## config.mk

```make
export PLATFORM = sky130hd
export DESIGN_NAME = reg_load_arbiter
export DESIGN_NICKNAME = d
export VERILOG_FILES = /design/src/rtl/reg_arb_pkg.sv /design/src/rtl/reg_load_arbiter_rr_pick.sv /design/src/rtl/reg_load_arbiter.sv
export SDC_FILE = /design/constraint.sdc
export NUM_CORES = 1
export LEC_CHECK = 0
export CAP_MARGIN = 25
export CORE_MARGIN = 2
export CORE_UTILIZATION = 52
export CTS_CLUSTER_SIZE = 12
export DETAILED_ROUTE_END_ITERATION = 12
export HOLD_SLACK_MARGIN = 0.1
export MAX_ROUTING_LAYER = met4
export PLACE_DENSITY_LB_ADDON = 0.1
export REMOVE_ABC_BUFFERS = 1
export SKIP_LAST_GASP = 1
export SLEW_MARGIN = 40
export SYNTH_ARGS = -nofsm -noshare
export SYNTH_HDL_FRONTEND = slang
export SYNTH_HIERARCHICAL = 1
export SYNTH_SLANG_ARGS = --single-unit
```

## constraint.sdc

```tcl
create_clock -name clk -period 7.45 [get_ports clk]
set_input_delay 1.8625 -clock clk [delete_from_list [all_inputs] [get_ports clk]]
set_output_delay 1.8625 -clock clk [all_outputs]
set_load 0.02 [all_outputs]
```

## src/rtl/reg_arb_pkg.sv

```systemverilog
`default_nettype none
// ============================================================================
// Module      : reg_arb_pkg
// Description : Shared definitions for the load-enable register arbiter.
//               - state_t       : controller state encoding (IDLE/LOAD/HOLD)
//               - DEFAULT_WIDTH : width of the shared load-enable register
//               - rr_wrap()     : modular index helper for round-robin search
// Revision    : 1.0 - initial release
// ============================================================================
package reg_arb_pkg;

  // Width of the external load-enable register this arbiter feeds.
  localparam int DEFAULT_WIDTH = 5;

  typedef enum logic [1:0] {
    IDLE = 2'd0,
    LOAD = 2'd1,
    HOLD = 2'd2
  } state_t;

  // (base + off) mod n; used to walk the requester ring starting after base.
  function automatic int rr_wrap(input int base, input int off, input int n);
    return (base + off) % n;
  endfunction

endpackage : reg_arb_pkg
`default_nettype wire

```

## src/rtl/reg_load_arbiter_rr_pick.sv

```systemverilog
`default_nettype none
// ============================================================================
// Module      : rr_pick
// Description : Combinational round-robin picker. Searches the request vector
//               starting at index (ptr+1) mod N and wrapping, returning the
//               first asserted requester.
// Ports       :
//   req    [N-1:0]  in  : request vector
//   ptr    [IW-1:0] in  : index of the previous winner
//   grant  [N-1:0]  out : one-hot winner (all zero when no request)
//   idx    [IW-1:0] out : winner index (zero when no request)
//   any             out : at least one request is asserted
// Revision    : 1.0 - initial release
// ============================================================================
module rr_pick
  import reg_arb_pkg::*;
#(
  parameter int N  = 4,
  parameter int IW = (N > 1) ? $clog2(N) : 1
) (
  input  logic [N-1:0]  req,
  input  logic [IW-1:0] ptr,
  output logic [N-1:0]  grant,
  output logic [IW-1:0] idx,
  output logic          any
);

  logic [IW-1:0] cand;

  // Offsets 1..N visit every requester exactly once, the previous winner last,
  // so it only wins again when nobody else is asking.
  always_comb begin
    grant = '0;
    idx   = '0;
    any   = 1'b0;
    cand  = '0;
    for (int off = 1; off <= N; off++) begin
      cand = IW'(rr_wrap(int'(ptr), off, N));
      if (!any && req[cand]) begin
        any         = 1'b1;
        grant[cand] = 1'b1;
        idx         = cand;
      end
    end
  end

endmodule : rr_pick
`default_nettype wire

```

## src/rtl/reg_load_arbiter.sv

```systemverilog
`default_nettype none
// ============================================================================
// Module      : reg_load_arbiter
// Description : Round-robin controller sharing one external load-enable
//               register among N_REQ requesters. A winner's data is captured,
//               presented on load/Data for exactly one cycle, then further
//               writes are held off for HOLD_CYCLES cycles so the display
//               downstream of the register sees every value.
// Ports       :
//   clk                        in  : clock, all logic on posedge
//   rst                        in  : synchronous active-high reset
//   req      [N_REQ-1:0]       in  : level requests, held until granted
//   req_data [N_REQ*WIDTH-1:0] in  : requester i data at [i*WIDTH +: WIDTH]
//   gnt      [N_REQ-1:0]       out : one-hot pulse, requester loaded this cycle
//   load                       out : register load enable
//   Data     [WIDTH-1:0]       out : register data (holds last captured value)
//   busy                       out : high in LOAD and HOLD
//   last_src [clog2(N_REQ)-1:0] out: index of most recent winner
// Revision    : 1.0 - initial release
// ============================================================================
module reg_load_arbiter
  import reg_arb_pkg::*;
#(
  parameter int N_REQ       = 4,
  parameter int WIDTH       = DEFAULT_WIDTH,
  parameter int HOLD_CYCLES = 4
) (
  input  logic                     clk,
  input  logic                     rst,
  input  logic [N_REQ-1:0]         req,
  input  logic [N_REQ*WIDTH-1:0]   req_data,
  output logic [N_REQ-1:0]         gnt,
  output logic                     load,
  output logic [WIDTH-1:0]         Data,
  output logic                     busy,
  output logic [$clog2(N_REQ)-1:0] last_src
);

  localparam int IW = $clog2(N_REQ);
  localparam int HW = (HOLD_CYCLES > 0) ? $clog2(HOLD_CYCLES + 1) : 1;
  localparam logic [HW-1:0] HOLD_INIT = (HOLD_CYCLES > 0) ? HW'(HOLD_CYCLES - 1) : '0;
  localparam logic [IW-1:0] PTR_RESET = IW'(N_REQ - 1);

  // Registered state
  state_t           state;
  logic [IW-1:0]    ptr;
  logic [HW-1:0]    hold_cnt;

  // Next-state values
  state_t           state_nxt;
  logic [IW-1:0]    ptr_nxt;
  logic [IW-1:0]    last_src_nxt;
  logic [HW-1:0]    hold_nxt;
  logic [WIDTH-1:0] data_nxt;
  logic [N_REQ-1:0] gnt_nxt;
  logic             load_nxt;
  logic             busy_nxt;

  // Picker results
  logic [N_REQ-1:0] win_onehot;
  logic [IW-1:0]    win_idx;
  logic             win_any;

  logic [WIDTH-1:0] data_arr [N_REQ];

  generate
    for (genvar i = 0; i < N_REQ; i++) begin : g_unpack
      assign data_arr[i] = req_data[i*WIDTH +: WIDTH];
    end
  endgenerate

  rr_pick #(
    .N  (N_REQ),
    .IW (IW)
  ) u_rr_pick (
    .req   (req),
    .ptr   (ptr),
    .grant (win_onehot),
    .idx   (win_idx),
    .any   (win_any)
  );

  // Outputs are computed for the state being entered and registered, so
  // load/gnt/busy line up with the state and nothing combinational reaches
  // from req to an output.
  always_comb begin
    state_nxt    = state;
    ptr_nxt      = ptr;
    last_src_nxt = last_src;
    hold_nxt     = hold_cnt;
    data_nxt     = Data;
    gnt_nxt      = '0;
    load_nxt     = 1'b0;
    busy_nxt     = 1'b0;

    case (state)
      IDLE: begin
        if (win_any) begin
          // Winner is committed here; later changes to its req are ignored.
          data_nxt     = data_arr[win_idx];
          last_src_nxt = win_idx;
          ptr_nxt      = win_idx;
          gnt_nxt      = win_onehot;
          load_nxt     = 1'b1;
          busy_nxt     = 1'b1;
          state_nxt    = LOAD;
        end
      end

      LOAD: begin
        if (HOLD_CYCLES == 0) begin
          state_nxt = IDLE;
        end else begin
          hold_nxt  = HOLD_INIT;
          busy_nxt  = 1'b1;
          state_nxt = HOLD;
        end
      end

      HOLD: begin
        // hold_cnt counts HOLD_CYCLES-1 down to 0, one HOLD cycle per value.
        if (hold_cnt == '0) begin
          state_nxt = IDLE;
        end else begin
          hold_nxt = hold_cnt - HW'(1);
          busy_nxt = 1'b1;
        end
      end

      default: begin
        state_nxt = IDLE;
      end
    endcase
  end

  always_ff @(posedge clk) begin
    if (rst) begin
      state    <= IDLE;
      ptr      <= PTR_RESET;
      last_src <= '0;
      hold_cnt <= '0;
      Data     <= '0;
      gnt      <= '0;
      load     <= 1'b0;
      busy     <= 1'b0;
    end else begin
      state    <= state_nxt;
      ptr      <= ptr_nxt;
      last_src <= last_src_nxt;
      hold_cnt <= hold_nxt;
      Data     <= data_nxt;
      gnt      <= gnt_nxt;
      load     <= load_nxt;
      busy     <= busy_nxt;
    end
  end

endmodule : reg_load_arbiter
`default_nettype wire

```

==> reports/results.txt <==
FFs w/ async S/R, synth: 0%
Clk_lat worst skew: 0.30 ns
CP Class: in -> reg
Ys Warns: 6
Cell count after synthesis: 157
Initial antenna violation count: 0
Clock slew at reported path FFs: 0.12 ns
#FFs+latches synth: 20
Worst hold-check path type: reg -> reg
CTS Buf Count: 3
# clock sinks: 20
Worst Setup End Kind: flip-flop
Post-cts sizing count: 0
Commonest cells after routing, fill and taps aside: clkdlybuf4s50_1 (38), nand2_1 (31), dfxtp_1 (20), a21oi_1 (12), ha_1 (10)
Core ar.: 0.00254 mm²
DR DRC count: 0
Drt total wl: 2980 µm
Via count: 1260
Cell accounting for the most synthesized area: dfxtp_1
Initial DRC Count: 45
Area grow syn2layout: 27.5%
All-Layer GR Usage: 20.4%
Ys flop type: dfxtp_1
Vias per inst: 5.73
Largest net degree at the start of global routing: 18
Critical Path AT: 4.51 ns
Slew @ Worst Pin: 0.657 ns
Period utilisation layout: 58.2%
Clk_skew: 0.00860 ns
Final antenna-violating net count: 0
CTS tree: yes
Slew Limit Fails: 0
Storage element area: 400 µm²
Synthesized area per cell: 9.05 µm²
Starting Density: 55.9%
Critical path peak fanout: 10
Worst vdd ir: 174 µV
Startpoint Class: input pin
Die Ht: 56.3 µm
Rows: 18
Mapped cell area: 0.00142 mm²
Synth top area share: 28.2%
FILL cells: 203
Pwr per Cell Area: 249 mW/mm²
Die ar.: 0.00317 mm²
Routed WL per cell: 13.6 µm
Tmin final: 4.34 ns
Maxcap violations: 0
Vias in the first global route: 1240
Root Driver: clkbuf_4
Distinct cells, synth: 42
Die Wd: 56.3 µm
Final hold viol count: 0
Seq/Total Area, Yosys: 28.2%
Share of cells above drive strength 1: 10.0%
First-pass GRT wire length: 5220 µm
GR Overflow Total: 0
Setup TNS: 0 ns
Nets: 227
Data required, critical path: 7.62 ns
Outcome: completed
Fmax: 231 MHz
DP Wirelength: 2280 µm
Hold Buf Count CTS: 0
GPL Wtd Cong: 0.917
H-tree depth: 1
Most common cell after layout, fill and taps aside: clkdlybuf4s50_1
Post-layout util: 71.2%
N_diodes: 0
RSZ-0062 raised after global routing: no
Multi-input logic area: 907 µm²
Final setup viols: 0
Leakage dissipation: 0.000709 µW
Rel. slew slack: 56.2%
Drt pass-1 iters: 4
Number of synthesized flops with an enable pin: 0
IO Count: 39
Buffers on Ports: 38
CTS Buffer Depth: 2
Setup bufs post-CTS: 0
Area contributors post-synth: dfxtp_1 (28%), ha_1 (8.8%), nand2_1 (8.2%)
-- sequential cells by signal, indices dropped and copies added (netlist names) --
signal,count
busy,1
ptr,2
hold_cnt,3
state,2
last_src,2
gnt,4
Data,5
load,1
-- kinds of logic (layout without fill, tap and decap cells) --
family	after synthesis	count (layout)	share of synthesized area, %
adder cells (fa/ha/maj)	10	10	8.80
flip-flops	20	20	28.2
buffers and inverters	18	51	8.01
multiplexers	9	9	13.6
AO/OA/AOI/OAI	43	43	21.9
AND/OR/NAND/NOR	57	57	19.5
-- worst max-delay path: stages --
cell             delay, ns
clkdlybuf4s50_1       0.66
or3b_1                0.39
o21ai_1               0.09
a21oi_1               0.09
o22ai_2               0.30
o31a_1                0.37
mux4_1                0.59
nand2_1               0.09
a21oi_1               0.06
-- power by group --
group / switching, µW / internal, µW / leakage (µW)
Sequential: 20.0 / 126 / 0.000165
Clock: 32.9 / 54.4 / 0.0000279
Combinational: 109 / 108 / 0.000516
-- path summary, 6_finish.rpt --
check                             start       to  slack [ns]  cells past startpoint
worst max-delay path             req[2]  Data[0]        3.11                      9
worst min-delay path            Data[1]  Data[1]        0.46                      2
worst max register to register   ptr[0]  Data[0]        4.45                      8
worst min register to register  Data[1]  Data[1]        0.46                      2
-- cells in the mapped netlist (all sizes together), types with 3 or more instances --
cell type and count:
a221oi 4, ha 10, buf 8, nor2b 3, nor2 8, mux4 6
and2 4, nand2 31, mux2i 3, inv 9, a21oi 15, a221o 4
o21ai 9, dfxtp 20
-- per-layer routing --
metal  track usage, %  share of wire [%]  wire length [µm]  vias up
met5                -                  0                 0        -
met4             5.10                  0                 0        0
met3             1.84                4.7               140        0
met2             37.0                 51              1510       49
met1             24.4                 45              1330      582
li1                 -                  -                 -      629
-- area by class of cell --
cell class	count	share of cell area (%)
Multi-Input combinational cell	119	50.1
Sequential cell	20	22.1
Timing Repair Buffer	38	21.0
Tap cell	30	2.07
Inverter	9	1.86
Clock inverter	1	1.66
Clock buffer	3	1.24
-- metrics by stage --
stage | worst slack [ns] | hold slack (ns) | area [µm²] | std cells | total power, µW
final | 3.11 | 0.461 | 1810 | 220 | 450
after CTS | 3.14 | 0.463 | 1810 | 220 | 452
after global placement | 2.88 | 0.444 | 1760 | 216 | 356
after global routing | 2.98 | 0.488 | 1810 | 220 | 479
after detailed placement | 2.81 | 0.450 | 1760 | 216 | 365
after floorplan | 3.66 | 0.487 | 1340 | 148 | 295
Power figures use the tool's default switching activity.
